## src/rtl/stb_wdt_pkg.sv

```systemverilog
// Shared types and default constants for the strobe-tick watchdog.
package stb_wdt_pkg;

    typedef enum logic [1:0] {
        IDLE  = 2'd0,
        ARMED = 2'd1,
        WARN  = 2'd2,
        BITE  = 2'd3
    } wdt_state_t;

    localparam int DEF_TIMEOUT_TICKS = 8;
    localparam int DEF_WARN_TICKS    = 2;
    localparam int DEF_CNT_W         = 8;

    // Countdown step that never wraps below zero.
    function automatic int sat_dec(input int value);
        return (value > 0) ? value - 1 : 0;
    endfunction

endpackage

```

## src/rtl/stb_edge_tick.sv

```systemverilog
// Turns each level change of the board strobe into a one-cycle registered tick.
// Build option STB_WDT_SYNC_EN inserts a 2-flop synchronizer ahead of the edge detector.
module stb_edge_tick (
    input  logic i_clk,
    input  logic i_rst,
    input  logic i_stb_toggle,
    output logic o_tick
);

    logic       stb_s;
    logic       stb_q;
    logic [1:0] prime_cnt;
    logic       primed;

`ifdef STB_WDT_SYNC_EN
    localparam logic [1:0] PRIME_CYCLES = 2'd3;

    logic sync_1;
    logic sync_2;

    always_ff @(posedge i_clk or posedge i_rst) begin
        if (i_rst) begin
            sync_1 <= 1'b0;
            sync_2 <= 1'b0;
        end else begin
            sync_1 <= i_stb_toggle;
            sync_2 <= sync_1;
        end
    end

    assign stb_s = sync_2;
`else
    localparam logic [1:0] PRIME_CYCLES = 2'd1;

    assign stb_s = i_stb_toggle;
`endif

    // Priming holds off edge detection until stb_q holds a real sample,
    // so a strobe already high at reset release does not fake a tick.
    assign primed = (prime_cnt == PRIME_CYCLES);

    always_ff @(posedge i_clk or posedge i_rst) begin
        if (i_rst) begin
            stb_q     <= 1'b0;
            prime_cnt <= 2'd0;
            o_tick    <= 1'b0;
        end else begin
            stb_q  <= stb_s;
            o_tick <= primed & (stb_s ^ stb_q);
            if (!primed) begin
                prime_cnt <= prime_cnt + 2'd1;
            end
        end
    end

endmodule

```

## src/rtl/stb_watchdog.sv

```systemverilog
// Tick-based watchdog driven by strobe toggles: kick within TIMEOUT_TICKS or WARN then sticky BITE.
// Build option STB_WDT_SYNC_EN (see stb_edge_tick) synchronizes the incoming strobe.
module stb_watchdog
    import stb_wdt_pkg::*;
#(
    parameter int TIMEOUT_TICKS = DEF_TIMEOUT_TICKS,
    parameter int WARN_TICKS    = DEF_WARN_TICKS,
    parameter int CNT_W         = DEF_CNT_W
) (
    input  logic             i_clk,
    input  logic             i_rst,
    input  logic             i_stb_toggle,
    input  logic             i_enable,
    input  logic             i_kick,
    input  logic             i_clear,
    output logic             o_tick,
    output logic             o_warn,
    output logic             o_bite,
    output logic [CNT_W-1:0] o_ticks_left,
    output logic [1:0]       o_state
);

    if (!((WARN_TICKS > 0) && (WARN_TICKS < TIMEOUT_TICKS) &&
          (CNT_W < 31) && (TIMEOUT_TICKS < (1 << CNT_W)))) begin : g_param_err
        $error("stb_watchdog: require 0 < WARN_TICKS < TIMEOUT_TICKS < 2**CNT_W");
    end

    localparam logic [CNT_W-1:0] RELOAD   = CNT_W'(TIMEOUT_TICKS);
    localparam logic [CNT_W-1:0] WARN_LVL = CNT_W'(WARN_TICKS);

    wdt_state_t       state_q;
    wdt_state_t       state_d;
    logic [CNT_W-1:0] left_q;
    logic [CNT_W-1:0] left_d;
    logic [CNT_W-1:0] left_dec;
    logic             tick;
    logic             warn_q;
    logic             bite_q;

    stb_edge_tick u_edge_tick (
        .i_clk        (i_clk),
        .i_rst        (i_rst),
        .i_stb_toggle (i_stb_toggle),
        .o_tick       (tick)
    );

    assign left_dec = CNT_W'(sat_dec(int'(left_q)));

    // Next-state rules; disable beats kick, and kick beats a same-cycle tick.
    always_comb begin
        state_d = state_q;
        left_d  = left_q;
        unique case (state_q)
            IDLE: begin
                left_d = RELOAD;
                if (i_enable) begin
                    state_d = ARMED;
                end
            end
            ARMED: begin
                if (!i_enable) begin
                    state_d = IDLE;
                    left_d  = RELOAD;
                end else if (i_kick) begin
                    left_d = RELOAD;
                end else if (tick) begin
                    left_d = left_dec;
                    if (left_dec <= WARN_LVL) begin
                        state_d = WARN;
                    end
                end
            end
            WARN: begin
                if (!i_enable) begin
                    state_d = IDLE;
                    left_d  = RELOAD;
                end else if (i_kick) begin
                    state_d = ARMED;
                    left_d  = RELOAD;
                end else if (tick) begin
                    left_d = left_dec;
                    if (left_dec == '0) begin
                        state_d = BITE;
                    end
                end
            end
            BITE: begin
                left_d = '0;
                if (i_clear) begin
                    state_d = IDLE;
                    left_d  = RELOAD;
                end
            end
            default: begin
                state_d = IDLE;
                left_d  = RELOAD;
            end
        endcase
    end

    always_ff @(posedge i_clk or posedge i_rst) begin
        if (i_rst) begin
            state_q <= IDLE;
            left_q  <= RELOAD;
            warn_q  <= 1'b0;
            bite_q  <= 1'b0;
        end else begin
            state_q <= state_d;
            left_q  <= left_d;
            warn_q  <= (state_d == WARN);
            bite_q  <= (state_d == BITE);
        end
    end

    assign o_tick       = tick;
    assign o_warn       = warn_q;
    assign o_bite       = bite_q;
    assign o_ticks_left = left_q;
    assign o_state      = state_q;

endmodule

```

## config.mk

```make
export PLATFORM = sky130hd
export DESIGN_NAME = stb_watchdog
export DESIGN_NICKNAME = d
export VERILOG_FILES = /design/src/rtl/stb_wdt_pkg.sv /design/src/rtl/stb_edge_tick.sv /design/src/rtl/stb_watchdog.sv
export SDC_FILE = /design/constraint.sdc
export NUM_CORES = 1
export LEC_CHECK = 0
export BUFFER_PORTS_ARGS = -buffer_cell sky130_fd_sc_hd__buf_2
export CAP_MARGIN = 20
export CORE_UTILIZATION = 30
export CTS_BUF_LIST = sky130_fd_sc_hd__clkbuf_16
export CTS_CLUSTER_DIAMETER = 80
export DETAILED_ROUTE_END_ITERATION = 12
export PLACE_DENSITY_LB_ADDON = 0.3
export SLEW_MARGIN = 0
export SYNTH_ARGS = -nofsm -noshare
export SYNTH_HDL_FRONTEND = slang
export SYNTH_HIERARCHICAL = 1
export SYNTH_SLANG_ARGS = --single-unit
```

## constraint.sdc

```tcl
create_clock -name i_clk -period 3.1 [get_ports i_clk]
set_clock_uncertainty 0.1 [all_clocks]
set_input_delay 0.31 -clock i_clk [delete_from_list [all_inputs] [get_ports i_clk]]
set_output_delay 0.31 -clock i_clk [all_outputs]
set_load 0.005 [all_outputs]
```

### After elaboration in Yosys (flattened, before gate mapping)

Cells that the tools add are included.

* register bits after elaboration: 16
* input port bits: 6
* output and inout port bits: 13
* logic and storage cells: 40

* add/subtract/negate cells: 2
* order comparisons: 2
* equal/unequal tests: 7
* mux-type cells: 17
* bitwise logic cells: 2
* reductions and logical operators: 3

Operators with widths (number)
* 8-bit 2-to-1 mux: 4
* 8-bit one-hot mux with 3 select lines: 1
* 2-bit 2-to-1 mux: 10
* 2-bit equality test, second input constant: 4
* 8-bit by 1-bit > comparator with 1-bit output, second input constant: 1
* 8-bit by 2-bit less-or-equal comparator with 1-bit output, second input constant: 1
* 8-bit logical NOT: 1
* 2-bit one-hot mux with 4 select lines: 1
* 8-bit by 1-bit subtractor with 8-bit output, second input constant: 1
* 2-bit by 1-bit equality test with 1-bit output, second input constant: 2
* 4-bit 2-to-1 mux: 1
* 4-bit by 2-bit inequality test with 1-bit output, second input constant: 1
* 2-bit by 1-bit adder with 2-bit output, second input constant: 1
* 2-bit logical NOT: 1
* 2-bit OR reduction: 1
* 1-bit bitwise AND: 1
* 1-bit XOR: 1

### Longest topological paths before layout

* depth after elaboration: 9
* gate-level depth with buffers: 10
* gate-level depth less buffers: 8

### By module

Netlist, hierarchy kept.

Modules (own cells, without submodules)
* stb_watchdog: instances 1, cells each 126, area each 1067.3 um^2, seq. area each 301.5 um^2
* stb_edge_tick: instances 1, cells each 11, area each 153.9 um^2, seq. area each 100.1 um^2

### Worst setup path after synthesis

No wires, ideal clock.

* path type: reg2reg
* start: register left_q[0], in the netlist o_ticks_left[0]
* end: register bite_q, in the netlist o_bite
* library setup time: 0.068 ns
* arrival time: 2.060 ns
* required time: 2.932 ns
* slack: 0.872 ns
* cell stages (with the launch flop): 11
* buffers on the path: 2
* period minus slack after synthesis: 2.228 ns
* cell sequence: dfrtp_1 buf_6 inv_1 ha_1 nor4b_4 and2_1 buf_6 a31oi_4 a221oi_4 a32oi_1 and4b_1

* longest elaborated chain between the ends: 9
* elaborated cells between the ends (all ways): 15
* classes of those cells: 1 x add/sub; 2 x order compare; 1 x eq/ne; 10 x mux; 1 x reduce/logical

Ends and longest elaborated chain
* start, declared: line stb_watchdog.sv:33 `logic [CNT_W-1:0] left_q;`
* start signal, assigned: line stb_watchdog.sv:109 `left_q <= left_d;`
* 8-bit by 1-bit subtractor with 8-bit output or 8-bit by 1-bit > comparator with 1-bit output (tied branches): line stb_wdt_pkg.sv:17 `return (value > 0) ? value - 1 : 0;`
* 8-bit 2-to-1 mux (*): line stb_wdt_pkg.sv:17
* 8-bit by 2-bit less-or-equal comparator with 1-bit output or 8-bit logical NOT (tied branches): line stb_watchdog.sv:68, stb_watchdog.sv:82
* 2-bit 2-to-1 mux (on tied branches): line stb_watchdog.sv:68, stb_watchdog.sv:82
* 2-bit 2-to-1 mux (on tied branches): line stb_watchdog.sv:66, stb_watchdog.sv:80
* 2-bit 2-to-1 mux (on tied branches): line stb_watchdog.sv:64, stb_watchdog.sv:77
* 2-bit 2-to-1 mux (on tied branches): line stb_watchdog.sv:61, stb_watchdog.sv:74
* 2-bit one-hot mux with 4 select lines (*): line stb_watchdog.sv:53 `unique case (state_q)`
* 2-bit equality test (*): line stb_watchdog.sv:111 `bite_q <= (state_d == BITE);`
* end signal, assigned: line stb_watchdog.sv:111
* end, declared: line stb_watchdog.sv:38 `logic bite_q;`

Mark *: on every way between the ends. The rest lies on a longest branch, timed or not.
A chain may end at the register's enable or synchronous reset.

### Worst setup path in the final report

Ends and elaborated chain as after synthesis.

==> metrics <==
top cell type's share of synthesized area=30.7%; syn_nets=150; layout cell share with drive strength beyond 1=19.5%; Hold Vio Cnt, Final=0; Synth area leader=dfrtp_1; CP Class=reg2reg; total power=0.846 mW; Max Slew Vio Count=0; Final Critical Period=2500 ps; Ant. Diodes=0; largest net degree at the start of global routing=14; Crit Reg-Reg Endpoint=o_bite$_DFF_PP0_; Longest Clk Path Bufs=2; Critical Path AT=2580 ps; Post-Syn Area=1220 um^2; Clock Pin Slew Worst Setup and Hold Paths=50 ps; drt via density=5.45; hold endpoint=u_edge_tick/stb_q$_DFF_PP0_; min-delay src=i_stb_toggle; Root Driver=clkbuf_16; peak supply drop=0.000294 V; ys flop type=dfrtp_1; final setup fails=0; Hold Crit Class=in2reg; # fillers=376; Total GRT Usage=13.5%; design area=1400 um^2; Final Cycle Share=80.7%; relative slew slack=60.5%; number of max-cap violations=0; I/O Pins=19; Clock Sinks=16; Post-DP Area=1320 um^2; hpwl dp=2.07 mm; Detail Route Antenna Nets=0; crit path max-delay cell type=dfrtp_1; leakage power=0.651 nW; ys async rst share=100%; Rows=22; GPL Wtd Cong=0.889; RSZ-0062 raised after global routing=false; Cell Chain, Critical Path=inv_1 > ha_1 > nor4b_4 > and2_1 > a31oi_4 > a221oi_4 > a32oi_1 > and4b_1; initial core utilization=32.4%; DR vias=1100; drc violations=0; Clock Latency Late Sink=240 ps; reg2reg start=o_ticks_left[0]$_DFFE_PP0P_; Synth warnings=6; top cells by area, synth=dfrtp_1 31%, ha_1 7.2%, o21ai_0 4.9%; first-pass detailed-route iteration total=4; Layout area overhead=15.0%; Critical Path Source Type=register; core area=3770 um^2; FMAX=400 MHz; nets=168; TNS Setup=0 ps; Seq/Total Area, Yosys=32.9%; Port Buffers=18; outcome=completed; post-synthesis register bit count=16; reg2reg setup slack=600 ps; post-synthesis cell count=137; Starting DRT DRC Count=19; Yosys cell types=50; H-tree Lvls=1; vias in the first global route=1008; final WL=2.69 mm; worst path required time=3180 ps; syn avg cell area=8.91 um^2; CTS buffer count=3; first-pass GRT wire length=4.57 mm; Remaining Overflow, GRT=0; CTS tree=yes; die height=65.8 um; Avg WL per Cell=13.3 um; Die W=65.8 um; critical path peak fanout=10; Pwr Density=602 nW/um^2; Post-synth EDFFs=0; Max stage delay on crit path=500 ps; antenna violations before repair=0; critical path capture point type=register; worst slew pin tran=587 ps; die area=4330 um^2; Min-Delay Path Depth=1; R2R depth=8
## flip-flops by register name, indices dropped and copies added (netlist names)
register and flops:
u_edge_tick/prime_cnt 2, o_bite 1, u_edge_tick/o_tick 1, o_warn 1
o_ticks_left 8, u_edge_tick/stb_q 1, o_state 2
## area by class of cell
class                      count  area (um^2)  share of cell area, %
inverter                      13         48.8                   3.48
clock buffer                   3         75.1                   5.35
tap                           48         60.1                   4.28
multi-input combinational    101          707                   50.4
clock inverter                 1         3.75                  0.267
timing repair buffer          20          108                   7.66
sequential                    16          402                   28.6
## metrics by stage
step / cells / utilization, % / worst slack, ps / hold slack (ps)
6_report: 202 / 37.2 / 599 / 97.2
5_1_grt: 202 / 37.2 / 451 / 94.6
2_1_floorplan: 137 / - / 872 / -23.9
3_5_place_dp: 197 / 34.9 / 649 / 111
3_3_place_gp: 197 / 34.9 / 712 / 99.3
4_1_cts: 202 / 37.2 / 631 / 96.0
## synthesized netlist by cell type, types with 2 or more instances
| cell type | number |
|---|---|
| a21oi_1 | 11 |
| and2_1 | 3 |
| and2b_1 | 2 |
| and3_1 | 2 |
| buf_6 | 3 |
| dfrtp_1 | 15 |
| ha_1 | 7 |
| inv_1 | 13 |
| nand2_1 | 7 |
| nand4_1 | 4 |
| nor2_1 | 12 |
| nor3_1 | 6 |
| nor4_1 | 2 |
| o21ai_0 | 12 |
| xnor2_1 | 3 |
## routing by layer
metal / share of wire [%] / track usage (%) / vias up
met5: 0 / 0 / -
met4: 0.71 / 4.08 / 0
met3: 3.1 / 2.41 / 2
met2: 46 / 21.3 / 18
met1: 50 / 18.6 / 553
li1: - / - / 527
## where the power goes
part | internal [mW] | total, mW | leakage [nW] | switching, mW
combinational | 0.137 | 0.334 | 0.404 | 0.197
clock | 0.171 | 0.248 | 0.0385 | 0.0774
sequential | 0.230 | 0.263 | 0.209 | 0.0337
## cells in the final DEF, fill, tap and decap left out, drive strengths merged, types with 2 or more instances in the layout
cell type and instances:
nor3 6, and2 3, buf 19, o21ai 12
nand4 4, and2b 2, nor2 13, a221oi 2
and4b 2, a31oi 2, and3 2, ha 7
nand2 7, or3 2, xnor2 3, clkbuf 3
nor4b 2, nor4 2, a21oi 11, dfrtp 15
inv 13
## worst max path at each step
stage	to	from	slack, ps
after global placement	o_bite$_DFF_PP0_	o_ticks_left[0]$_DFFE_PP0P_	710
after floorplan	o_bite$_DFF_PP0_	o_ticks_left[0]$_DFFE_PP0P_	870
after CTS	o_bite$_DFF_PP0_	o_ticks_left[0]$_DFFE_PP0P_	630
final	o_bite$_DFF_PP0_	o_ticks_left[0]$_DFFE_PP0P_	600
after global routing	o_bite$_DFF_PP0_	o_ticks_left[0]$_DFFE_PP0P_	450
after detailed placement	o_bite$_DFF_PP0_	o_ticks_left[0]$_DFFE_PP0P_	650
## worst max-delay path: cells and delay by family, from the launching register on
kind	cells	cell delay (ps)
compound gates	3	580
fa+ha+maj	1	210
flops	1	500
simple gates	3	920
buf+inv	1	140
## kinds of logic after synthesis
family | count (synthesis) | synth area share [%]
flops | 16 | 32.9
compound gates | 36 | 20.5
mux | 1 | 0.820
fa+ha+maj | 8 | 7.99
simple gates | 52 | 25.7
buf+inv | 20 | 9.22
xor+xnor | 4 | 2.87
## repair_timing
action,CTS,global route
setup buffers,0,0
hold buffers,1,0
hold endpoints to repair,4,0
gates resized for setup,0,0
Note: power is estimated with default switching activity, not from simulation.
